### config.mk
export PLATFORM = sky130hd
export DESIGN_NAME = mod_down_counter_flat
export DESIGN_NICKNAME = d
export VERILOG_FILES = /design/src/rtl/mod_down_counter_if.sv /design/src/rtl/mod_down_counter.sv /design/src/flat_wrapper.sv
export SDC_FILE = /design/constraint.sdc
export NUM_CORES = 1
export LEC_CHECK = 0
export BUFFER_PORTS_ARGS = -buffer_cell sky130_fd_sc_hd__buf_2
export CAP_MARGIN = 5
export CORE_AREA = 2 2 39 41
export DETAILED_ROUTE_END_ITERATION = 8
export DIE_AREA = 0 0 41 43
export GPL_ROUTABILITY_DRIVEN = 0
export PLACE_DENSITY = 0.41
export RECOVER_POWER = 100
export SYNTH_ARGS = -nofsm -noshare
export SYNTH_HDL_FRONTEND = slang
export SYNTH_SLANG_ARGS = --single-unit
### constraint.sdc
create_clock -name clk -period 1.22 [get_ports clk]
set_input_delay 0.244 -clock clk [delete_from_list [all_inputs] [get_ports clk]]
set_output_delay 0.244 -clock clk [all_outputs]
set_load 0.01 [all_outputs]
### src/rtl/mod_down_counter_if.sv
// Control and status bundle for mod_down_counter: enable/load inputs in,
// registered count/borrow and combinational zero out.
interface mod_down_counter_if #(
    parameter int X = 4
);
    // Level-sampled, no handshake: en and load are read on every rising clk.
    // borrow is a one-cycle pulse; zero tracks count continuously.
    logic         en;
    logic         load;
    logic [X-1:0] load_val;
    logic [X-1:0] count;
    logic         borrow;
    logic         zero;

    modport master (
        output en,
        output load,
        output load_val,
        input  count,
        input  borrow,
        input  zero
    );

    modport slave (
        input  en,
        input  load,
        input  load_val,
        output count,
        output borrow,
        output zero
    );
endinterface

### src/rtl/mod_down_counter.sv
// Modulo-N down counter with clamped parallel load, borrow pulse and zero flag.
// Define MOD_DOWN_COUNTER_ONESHOT_EN to stop at zero instead of wrapping.
module mod_down_counter #(
    parameter int X = 4,
    parameter int N = 10
) (
    input  logic              clk,
    input  logic              reset,
    mod_down_counter_if.slave bus
);
    localparam logic [X-1:0] MAX = X'(N - 1);

    logic [X-1:0] count_q, count_d;
    logic         borrow_q, borrow_d;

    always_comb begin
        count_d  = count_q;
        borrow_d = 1'b0;
        if (bus.load) begin
            count_d = (bus.load_val > MAX) ? MAX : bus.load_val;
        end else if (bus.en) begin
            if (count_q == '0) begin
`ifdef MOD_DOWN_COUNTER_ONESHOT_EN
                // Parked at zero: the single borrow was already issued on 1 -> 0.
                count_d = '0;
`else
                count_d  = MAX;
                borrow_d = 1'b1;
`endif
            end else begin
                count_d = count_q - X'(1);
`ifdef MOD_DOWN_COUNTER_ONESHOT_EN
                borrow_d = (count_q == X'(1));
`endif
            end
        end
    end

    always_ff @(posedge clk) begin
        if (!reset) begin
            count_q  <= MAX;
            borrow_q <= 1'b0;
        end else begin
            count_q  <= count_d;
            borrow_q <= borrow_d;
        end
    end

    assign bus.count  = count_q;
    assign bus.borrow = borrow_q;
    assign bus.zero   = (count_q == '0);
endmodule

### src/flat_wrapper.sv
// flat-port wrapper written by rule: the top's interface ports become plain ports
module mod_down_counter_flat 
#(
    parameter int X = 4,
    parameter int N = 10
)
  (clk, reset, bus_en, bus_load, bus_load_val, bus_count, bus_borrow, bus_zero);
  mod_down_counter_if #(.X(X)) bus_i ();
  input  logic clk;
  input  logic reset;
  input wire logic [$bits(bus_i.en)-1:0] bus_en;
  input wire logic [$bits(bus_i.load)-1:0] bus_load;
  input wire logic [$bits(bus_i.load_val)-1:0] bus_load_val;
  output wire logic [$bits(bus_i.count)-1:0] bus_count;
  output wire logic [$bits(bus_i.borrow)-1:0] bus_borrow;
  output wire logic [$bits(bus_i.zero)-1:0] bus_zero;
  assign bus_i.en = bus_en;
  assign bus_i.load = bus_load;
  assign bus_i.load_val = bus_load_val;
  assign bus_count = bus_i.count;
  assign bus_borrow = bus_i.borrow;
  assign bus_zero = bus_i.zero;
  mod_down_counter #(.X(X), .N(N)) u_core (.clk(clk), .reset(reset), .bus(bus_i));
endmodule
==> reports/summary.txt, run 1 <==
========================================================================================
Status                                                                      finished with violations
Failing checks                                                              setup timing
Dominant cell type by area after synthesis                                  sky130_fd_sc_hd__dfxtp_1
Top cell type's share of synthesized area                                          34.9%
Remaining Overflow, GRT                                                                0
Vert. Die Dim                                                                      43 um
Number of buffers created by CTS                                                       3
Compound-gate portion of the synthesized area                                      18.8%
Clock Sink Count                                                                       5
Via-per-instance ratio                                                              4.66
Net Count, Synth                                                                      39
Max rail drop VDD                                                             0.000335 V
Crit path DAT                                                                    1.03 ns
Worst Hold Class                                                            primary input to flip-flop
Most frequent cell after synthesis                                          sky130_fd_sc_hd__dfxtp_1
Count of inserted antenna diode cells                                                  0
Most area-consuming cells after synthesis                                   sky130_fd_sc_hd__dfxtp_1 35%, sky130_fd_sc_hd__and3b_1 6.1%, sky130_fd_sc_hd__o21ai_0 5.2%, sky130_fd_sc_hd__a221oi_2 5.2%, sky130_fd_sc_hd__nor2_1 5.2%
Maximum clock frequency                                                          786 MHz
Number of antenna-violating nets in the routed design                                  0
Post-layout nets                                                                      63
Number of vias in the routed layout                                                  326
Commonest cells in the netlist                                              5 x sky130_fd_sc_hd__dfxtp_1, 4 x sky130_fd_sc_hd__nor2_1, 3 x sky130_fd_sc_hd__o21ai_0
Transition time of the tightest slew-check pin                                  0.320 ns
Kind of start point of the critical path                                       flip-flop
Cell with the biggest individual delay on the critical path                 sky130_fd_sc_hd__dfxtp_4
Worst hold path endpoint                                                    u_core.bus.count[0]$_SDFFE_PN1P_
Syn Area/Cell                                                                   9.24 um2
Clock slew at the register clock pins of the worst setup and hold paths          0.05 ns
RSZ-0062 raised after global routing                                                true
Fraction of registers with async set or reset after synthesis                         0%
Number of maximum-capacitance constraint violations                                    0
Fill cell total of the finished layout                                               160
Worst slew slack as a fraction of its limit                                        78.3%
Type of the worst setup path                                                flip-flop to output pin
Routed wire length                                                                819 um
Initial cell density of the core                                                   20.7%
Instance count along the most critical hold path                                       2
Clock tree from TritonCTS                                                           done
Crit Reg-Reg Endpoint                                                       u_core.bus.count[1]$_SDFFE_PN0P_
Post-route setup slack                                                        -0.0524 ns
Pwr per Cell Area                                                            1040 nW/um2
Post-Syn Area                                                                    287 um2
Final max-slew violation count                                                         0
CP cell instances                                                           nor4_4 -> buf_2
Total routing usage reported by global routing                                     11.2%
CP Max Fanout                                                                          2
Static power due to leakage                                                     0.212 nW
Multiplexer area fraction after synthesis                                             0%
Die width                                                                          41 um
Cell count after synthesis                                                            31
Launch instance of the worst register-to-register path                      u_core.bus.count[0]$_SDFFE_PN1P_
Xor-xnor portion of the synthesized cell area                                      6.11%
Number of DRC violations after detailed-routing iteration 0                            3
Cell class contributing the biggest share of worst-path delay                 flip-flops
First-pass GRT wire length                                                       1.25 mm
Die footprint                                                                   1760 um2
Number of buffers added on ports                                                      13
Antenna violations before repair                                                       0
Hold path startpoint                                                               reset
Source-to-sink clock delay at the later pin of the worst-skew pair               0.25 ns
Netlist cell types                                                                    21
Final core occ                                                                     34.2%
Share of cells above drive strength 1                                              53.7%
Fin Clk Skew                                                                 0.000775 ns
Synth Area in Simple Gates                                                         36.2%
Flop2flop setup slack                                                            0.01 ns
Buffering stage count on the worst path with inverters included                        1
Core Rows                                                                             14
Number of ports placed on the die boundary                                            14
Count of cells along the worst register-to-register path                               3
Htree depth                                                                            1
Fraction of the yosys area taken by sequential cells                               34.9%
Final hold violation count                                                             0
Area grow syn2layout                                                               65.1%
CP peak stage delay                                                              0.35 ns
Adder and majority cell fraction of the synthesized area                              0%
Routed wirelength normalized by instance count                                   11.7 um
EDFF count, synth                                                                      0
Required time worst endpoint                                                     0.98 ns
Predominant post-synthesis flop cell                                        sky130_fd_sc_hd__dfxtp_1
Number of remaining DRC errors                                                         0
Placeable Area                                                                  1380 um2
CP endpoint kind                                                              output pin
Root Buffer                                                                 sky130_fd_sc_hd__clkbuf_4
Number of global-route vias before repair                                            296
Yosys warnings                                                                         0
Worst slack, placed                                                            0.0520 ns
Number of search-and-repair iterations in the first detailed-routing pass              2
Pin count of the biggest net entering global routing                                   9
Maximum count of clock buffers along a single path                                     2
Combinational family with the most area after synthesis                     simple AND/OR/NAND/NOR gates
Part of the cycle the worst path needs                                              104%
Total setup violations reported at the end of the flow                                 2
Min Tclk post-route                                                              1.27 ns
Synth Register Bits                                                                    5
========================================================================================
cell families (layout without fill, tap and decap cells):
logic type      after synthesis  count (layout)
flops                         5               5
buf+inv                       2              25
simple gates                 15              15
xor+xnor                      2               2
compound gates                7               7
where the power goes:
part / leakage [nW] / switching (mW) / internal, mW / total, mW
Sequential: 0.0423 / 0.0176 / 0.173 / 0.191
Clock: 0.0150 / 0.0754 / 0.124 / 0.200
Combinational: 0.154 / 0.0442 / 0.0547 / 0.0990
Total: 0.212 / 0.137 / 0.352 / 0.490
cell usage in the layout (no fill, tap or decap), types with 2 or more instances in the layout:
cell,count
sky130_fd_sc_hd__and3b_1,2
sky130_fd_sc_hd__buf_2,12
sky130_fd_sc_hd__buf_4,5
sky130_fd_sc_hd__buf_6,2
sky130_fd_sc_hd__clkbuf_1,2
sky130_fd_sc_hd__clkbuf_4,3
sky130_fd_sc_hd__dfxtp_1,2
sky130_fd_sc_hd__dfxtp_4,2
sky130_fd_sc_hd__nor2_1,4
sky130_fd_sc_hd__o21ai_0,3
what timing repair did:
item / 4_1_cts / 5_1_grt
hold buffers: 0 / 0
pin swaps: 1 / 1
endpoints found under the setup margin: 1 / 3
buffers inserted: 4 / 2
gates resized for setup: 10 / 2
state kept, by name, summed over array words and instances, names as in the netlist:
name               flops
u_core.bus.borrow      1
u_core.bus.count       4
metrics by stage:
stage | hold WS (ns) | TNS (ns) | cells | cell area (um2) | total power [mW]
CTS | 0.226 | -0.0880 | 69 | 469 | 0.496
finish | 0.232 | -0.0792 | 70 | 473 | 0.490
detailed placement | 0.484 | 0 | 61 | 379 | 0.273
global route | 0.259 | -0.261 | 70 | 473 | 0.526
global placement | 0.489 | 0 | 61 | 379 | 0.274
floorplan | 0.320 | 0 | 31 | 287 | 0.236
worst max path at each step:
stage	from	endpoint	slack (ns)	depth (start not counted)
2_1_floorplan	u_core.bus.count[1]$_SDFFE_PN0P_	u_core.bus.borrow$_SDFF_PP0_	0.04	2
3_3_place_gp	u_core.bus.count[2]$_SDFFE_PN0P_	u_core.bus.count[1]$_SDFFE_PN0P_	0.07	3
3_5_place_dp	u_core.bus.count[2]$_SDFFE_PN0P_	u_core.bus.count[1]$_SDFFE_PN0P_	0.05	3
4_1_cts	u_core.bus.count[0]$_SDFFE_PN1P_	bus_zero	-0.08	2
5_1_grt	u_core.bus.count[1]$_SDFFE_PN0P_	bus_zero	-0.11	2
6_report	u_core.bus.count[3]$_SDFFE_PN1P_	bus_zero	-0.05	2
cell type report:
cell class	count	area [um2]	share of cell area [%]
clock buffer	4	26.3	5.56
inverter	1	3.75	0.794
multi-input combinational	24	190	40.2
sequential	5	109	23.0
tap	16	20.0	4.23
timing repair buffer	20	124	26.2
routing by layer:
metal	wire, um	vias up	global-route usage [%]
li1	-	160	-
met1	375	151	14.7
met2	377	13	13.8
met3	51	2	3.66
met4	14	0	10.0
met5	0	-	0
Note: power is estimated with default switching activity, not from simulation.
==> inputs of run 2 (changes only) <==
==> constraint.sdc (replaced) <==
create_clock -name clk -period 1.22 [get_ports clk]
set_input_delay 0.061 -clock clk [delete_from_list [all_inputs] [get_ports clk]]
set_output_delay 0.061 -clock clk [all_outputs]
set_load 0.01 [all_outputs]
==> reports/summary.txt, run 2 (synthesis gave the netlist of run 1 again) <==
========================================================================================
Commonest non-fill, non-tap cell in the layout                              sky130_fd_sc_hd__buf_2
Number of instances in the placed design                                              60   -1.6%
Share of cells above drive strength 1                                              43.8%   -10 points
Type of the worst setup path                                                flip-flop to output pin
Pin count of the biggest net entering global routing                                  10   +1
Count of cells along the worst register-to-register path                               3   unchanged
Number of antenna-violating nets in the routed design                                  0   unchanged
Path length in cells of the critical path                                              2   unchanged
Vert. Die Dim                                                                      43 um   unchanged
CP endpoint kind                                                              output pin
Static power due to leakage                                                     0.176 nW   -17%
Int Pwr                                                                         0.340 mW   -3.4%
M3 GR Usage                                                                        1.57%   -2.1 points
Clock tree from TritonCTS                                                           done
Clock slew at the register clock pins of the worst setup and hold paths          0.05 ns   about the same
Commonest cells after routing, fill and taps aside                          11 x sky130_fd_sc_hd__buf_2, 4 x sky130_fd_sc_hd__nor2_1
Routed wire length                                                                765 um   -6.6%
Kind of start point of the critical path                                       flip-flop
CP Max Fanout                                                                          7   +5
Worst slack, placed                                                            0.0689 ns   +0.0168 ns
Transition time of the tightest slew-check pin                                  0.304 ns   -0.0164 ns
Final hold violation count                                                             0   unchanged
Post-route setup slack                                                         0.0439 ns   +0.0963 ns
Number of vias in the routed layout                                                  297   -8.9%
Fill cell total of the finished layout                                               168   +5.0%
Number of global-route vias before repair                                            252   -15%
Met2 capacity usage during global routing                                          11.3%   -2.5 points
Number of search-and-repair iterations in the first detailed-routing pass              4   +2
Die footprint                                                                   1760 um2   unchanged
Instance count along the most critical hold path                                       2   unchanged
Count of inserted antenna diode cells                                                  0   unchanged
Initial cell density of the core                                                   20.7%   unchanged
Number of buffers added on ports                                                      13   unchanged
Root Buffer                                                                 sky130_fd_sc_hd__clkbuf_4
Remaining Overflow, GRT                                                                0   unchanged
Number of flip-flops under the largest register name                                   4   unchanged
Post-layout nets                                                                      57   -9.5%
Required time worst endpoint                                                     1.16 ns   +0.18 ns
Number of remaining DRC errors                                                         0   unchanged
Total setup violations reported at the end of the flow                                 0   -2
Maximum count of clock buffers along a single path                                     2   unchanged
Placed wire-length estimate after detailed placement                              521 um
Number of buffers created by CTS                                                       3   unchanged
Pwr per Cell Area                                                            1170 nW/um2   +13%
CP peak stage delay                                                              0.38 ns   +0.03 ns
Final instance count without filler cells                                             64   -8.6%
Worst slew slack as a fraction of its limit                                        79.4%   +1.1 points
Source-to-sink clock delay at the later pin of the worst-skew pair               0.25 ns   about the same
Share of power burned in combinational logic                                       17.5%   -2.7 points
Number of DRC violations after detailed-routing iteration 0                            8   +5
Routed wirelength normalized by instance count                                   12.0 um   +2.2%
Htree depth                                                                            1   unchanged
Maximum clock frequency                                                          850 MHz   +8.2%
Min Tclk post-route                                                              1.18 ns   -0.0963 ns
Area grow syn2layout                                                               41.0%
Worst Hold Class                                                            primary input to flip-flop
Global-route track usage on met1                                                   13.5%   -1.2 points
Die width                                                                          41 um   unchanged
Cell with the biggest individual delay on the critical path                 sky130_fd_sc_hd__dfxtp_1
Final max-slew violation count                                                         0   unchanged
Fin Clk Skew                                                                  0.00428 ns   +0.00351 ns
Busiest grt layer                                                                   met1
Crit path DAT                                                                    1.12 ns   +0.09 ns
Max rail drop VDD                                                             0.000200 V   -40%
Part of the cycle the worst path needs                                             96.4%   -7.9 points
Placeable Area                                                                  1380 um2   unchanged
Antenna violations before repair                                                       0   unchanged
First-pass GRT wire length                                                       1.10 mm   -12%
Switching Fraction                                                                 27.8%   -0.21 points
CTS Hold Buffers Added                                                                 0   unchanged
Part of the total power dissipated in sequential elements                          40.2%   +1.2 points
RSZ-0062 raised after global routing                                                true
Status                                                                         completed
Number of maximum-capacitance constraint violations                                    0   unchanged
Core Rows                                                                             14   unchanged
Via-per-instance ratio                                                              4.64   -0.35%
Switching power total                                                           0.131 mW   -4.5%
Number of ports placed on the die boundary                                            14   unchanged
Design Power                                                                    0.471 mW   -3.7%
Clock Sink Count                                                                       5   unchanged
Total routing usage reported by global routing                                     9.93%   -1.3 points
CP cell instances                                                           nor4_2 -> buf_2
Power share of the clock group                                                     42.3%   +1.5 points
Cell class contributing the biggest share of worst-path delay                 flip-flops
Buffering stage count on the worst path with inverters included                        1   unchanged
========================================================================================
-- run 2: area by class of cell --
class,instances,area (um2),share of cell area [%]
Tap cell,16,20.0,4.95
Multi-Input combinational cell,24,181,44.9
Sequential cell,5,103,25.4
Timing Repair Buffer,14,70.1,17.3
Clock buffer,4,26.3,6.50
Inverter,1,3.75,0.929
-- run 2: worst paths after layout --
check	from	end	slack, ns
setup / recovery	u_core.bus.count[1]$_SDFFE_PN0P_	bus_zero	0.04
hold / removal	reset	u_core.bus.count[0]$_SDFFE_PN1P_	0.06
setup reg to reg	u_core.bus.count[2]$_SDFFE_PN0P_	u_core.bus.count[1]$_SDFFE_PN0P_	0.11
hold reg to reg	u_core.bus.count[3]$_SDFFE_PN1P_	u_core.bus.count[3]$_SDFFE_PN1P_	0.63
-- run 2: power by group through the flow --
| stage | Combinational [mW] | Clock [mW] | Sequential (mW) |
|---|---|---|---|
| 3_5_place_dp | 0.0817 | 0 | 0.189 |
| 6_report | 0.0823 | 0.200 | 0.190 |
| 2_1_floorplan | 0.0408 | 0 | 0.195 |
| 3_3_place_gp | 0.0831 | 0 | 0.189 |
| 4_1_cts | 0.0821 | 0.213 | 0.186 |
| 5_1_grt | 0.0914 | 0.218 | 0.192 |
-- run 2: worst register-to-register path, delay by kind of cell (launching register included) --
kind | cells | cell delay (ns)
flip-flops | 1 | 0.39
AND/OR/NAND/NOR | 2 | 0.40
AO/OA/AOI/OAI | 1 | 0.23
-- run 2: timing repair --
item | 4_1_cts | 5_1_grt
resized for setup | 0 | 3
endpoints found under the setup margin | 0 | 2
buffers inserted | 0 | 0
-- run 2: metrics by stage --
stage / area, um2 / util [%] / TNS (ns) / hold slack [ns]
floorplan: 287 / - / 0 / 0.137
global placement: 372 / 26.9 / 0 / 0.311
detailed placement: 372 / 26.9 / 0 / 0.303
CTS: 398 / 28.8 / 0 / 0.0411
global route: 404 / 29.2 / -0.0334 / 0.0527
finish: 404 / 29.2 / 0 / 0.0550
-- run 2: per-layer routing --
metal  share of wire, %  vias to the layer above  wire (um)
li1                   -                      151          -
met1                 47                      135        360
met2                 46                       11        355
met3                6.4                        0         49
met4                  0                        0          0
met5                  0                        -          0
==> inputs of run 3 (changes only) <==
==> constraint.sdc (replaced) <==
create_clock -name clk -period 1.1 [get_ports clk]
set_input_delay 0.055 -clock clk [delete_from_list [all_inputs] [get_ports clk]]
set_output_delay 0.055 -clock clk [all_outputs]
set_load 0.01 [all_outputs]
==> reports/summary.txt, run 3 (synthesis gave the netlist of run 1 again) <==
========================================================================================
Status                                                                      finished with violations
Failing checks                                                              setup timing
Source-to-sink clock delay at the later pin of the worst-skew pair               0.24 ns   about the same
CP peak stage delay                                                              0.35 ns   -0.03 ns
Number of vias in the routed layout                                                  310   +4.4%
RSZ-0062 raised after global routing                                                true
CP Max Fanout                                                                          4   -3
Via-per-instance ratio                                                              4.63   -0.30%
Final max-slew violation count                                                         0   unchanged
Antenna violations before repair                                                       0   unchanged
Number of remaining DRC errors                                                         0   unchanged
Area grow syn2layout                                                               64.6%
Maximum clock frequency                                                          883 MHz
Type of the worst setup path                                                flip-flop to output pin
Fin Clk Skew                                                                  0.00136 ns   -0.00292 ns
Final hold violation count                                                             0   unchanged
CTS Hold Buffers Added                                                                 0   unchanged
Die footprint                                                                   1760 um2   unchanged
Die width                                                                          41 um   unchanged
Crit path DAT                                                                    1.08 ns   -0.04 ns
Number of global-route vias before repair                                            304   +21%
Cell class contributing the biggest share of worst-path delay                 flip-flops
Number of ports placed on the die boundary                                            14   unchanged
Pwr per Cell Area                                                            1140 nW/um2   -2.5%
Routed wirelength normalized by instance count                                   11.9 um   -0.36%
Count of inserted antenna diode cells                                                  0   unchanged
Worst slew slack as a fraction of its limit                                        81.8%   +2.3 points
Number of maximum-capacitance constraint violations                                    0   unchanged
Pin count of the biggest net entering global routing                                  10   unchanged
Root Buffer                                                                 sky130_fd_sc_hd__clkbuf_4
Remaining Overflow, GRT                                                                0   unchanged
Clock Sink Count                                                                       5   unchanged
Worst Hold Class                                                            primary input to flip-flop
Switching power total                                                           0.145 mW   +10%
Number of antenna-violating nets in the routed design                                  0   unchanged
Number of search-and-repair iterations in the first detailed-routing pass              3   -1
First-pass GRT wire length                                                       1.22 mm   +11%
CP cell instances                                                           buf_6 -> nor4_4 -> buf_2
Count of cells along the worst register-to-register path                               3   unchanged
Kind of start point of the critical path                                       flip-flop
Part of the cycle the worst path needs                                              103%
Min Tclk post-route                                                              1.13 ns
Placed wire-length estimate after detailed placement                              589 um   +13%
Clock tree from TritonCTS                                                           done
Cell with the biggest individual delay on the critical path                 sky130_fd_sc_hd__dfxtp_4
Share of cells above drive strength 1                                              56.9%   +13 points
Post-route setup slack                                                        -0.0328 ns   -0.0767 ns
Total routing usage reported by global routing                                     11.2%   +1.3 points
Final core occ                                                                     34.1%   +4.9 points
Post-route cell area                                                             472 um2   +17%
Placed instance area                                                             389 um2   +4.7%
Required time worst endpoint                                                     1.04 ns   -0.12 ns
Post-layout nets                                                                      60   +5.3%
Static power due to leakage                                                     0.210 nW   +19%
Number of buffers added on ports                                                      13   unchanged
Placeable Area                                                                  1380 um2   unchanged
Core Rows                                                                             14   unchanged
Total setup violations reported at the end of the flow                                 2   +2
Initial cell density of the core                                                   20.7%   unchanged
Design Power                                                                    0.537 mW   +14%
Number of flip-flops under the largest register name                                   4   unchanged
Switching Fraction                                                                 27.0%   -0.85 points
Commonest non-fill, non-tap cell in the layout                              sky130_fd_sc_hd__buf_2
Instance count along the most critical hold path                                       2   unchanged
Power share of the clock group                                                     39.1%   -3.2 points
Commonest cells after routing, fill and taps aside                          12 x sky130_fd_sc_hd__buf_2, 4 x sky130_fd_sc_hd__nor2_1
Clock slew at the register clock pins of the worst setup and hold paths          0.04 ns   about the same
Part of the total power dissipated in sequential elements                          39.5%   -0.7 points
Int Pwr                                                                         0.392 mW   +15%
Transition time of the tightest slew-check pin                                  0.270 ns   -0.0343 ns
CP endpoint kind                                                              output pin
Htree depth                                                                            1   unchanged
Routed wire length                                                                798 um   +4.3%
Max rail drop VDD                                                             0.000373 V   +86%
Buffering stage count on the worst path with inverters included                        2   +1
Maximum count of clock buffers along a single path                                     2   unchanged
Path length in cells of the critical path                                              3   +1
Share of power burned in combinational logic                                       21.4%   +3.9 points
Vert. Die Dim                                                                      43 um   unchanged
Number of buffers created by CTS                                                       3   unchanged
Number of DRC violations after detailed-routing iteration 0                            2   -6
========================================================================================
-- run 3: power by group through the flow --
stage | clock, mW | sequential [mW] | combinational, mW
finish | 0.210 | 0.212 | 0.115
global route | 0.240 | 0.214 | 0.127
CTS | 0.222 | 0.210 | 0.105
detailed placement | 0 | 0.215 | 0.0937
global placement | 0 | 0.214 | 0.0934
floorplan | 0 | 0.219 | 0.0458
-- run 3: worst paths after layout --
path	from	end	slack (ns)
worst max-delay path	u_core.bus.count[0]$_SDFFE_PN1P_	bus_zero	-0.03
worst min-delay path	reset	u_core.bus.count[0]$_SDFFE_PN1P_	0.04
worst max register to register	u_core.bus.count[0]$_SDFFE_PN1P_	u_core.bus.count[1]$_SDFFE_PN0P_	-0.03
worst min register to register	u_core.bus.count[3]$_SDFFE_PN1P_	u_core.bus.count[3]$_SDFFE_PN1P_	0.63
-- run 3: worst register-to-register path: stages, from the launching register on --
cell	delay [ns]
sky130_fd_sc_hd__dfxtp_4	0.35
sky130_fd_sc_hd__nand2b_4	0.14
sky130_fd_sc_hd__or3_4	0.33
sky130_fd_sc_hd__a221oi_2	0.23
-- run 3: stage by stage --
stage / worst slack (ns) / instances / TNS, ns / hold WS (ns)
after floorplan: -0.0152 / 31 / -0.0152 / 0.131
after global placement: 0.00739 / 61 / 0 / 0.297
after detailed placement: -0.0318 / 61 / -0.0318 / 0.292
after CTS: -0.0434 / 66 / -0.0838 / 0.0411
after global routing: -0.0939 / 67 / -0.228 / 0.0545
final: -0.0328 / 67 / -0.0617 / 0.0415
-- run 3: routing by layer --
layer / up-vias / routed length (um) / global-route usage, %
met5: - / 0 / 0
met4: 0 / 14 / 12.0
met3: 2 / 62 / 4.71
met2: 14 / 381 / 14.4
met1: 137 / 338 / 12.5
li1: 157 / - / -
-- run 3: layout make-up --
class / count / area [um2]
Clock buffer: 4 / 26.3
Fill cell: 156 / 912
Inverter: 1 / 3.75
Multi-Input combinational cell: 24 / 211
Sequential cell: 5 / 113
Tap cell: 16 / 20.0
Timing Repair Buffer: 17 / 97.6
-- run 3: timing repair --
item	in CTS	in global routing
hold endpoints to repair	0	0
resized for setup	4	5
endpoints found under the setup margin	2	3
pin swaps	1	0
buffers inserted	1	1
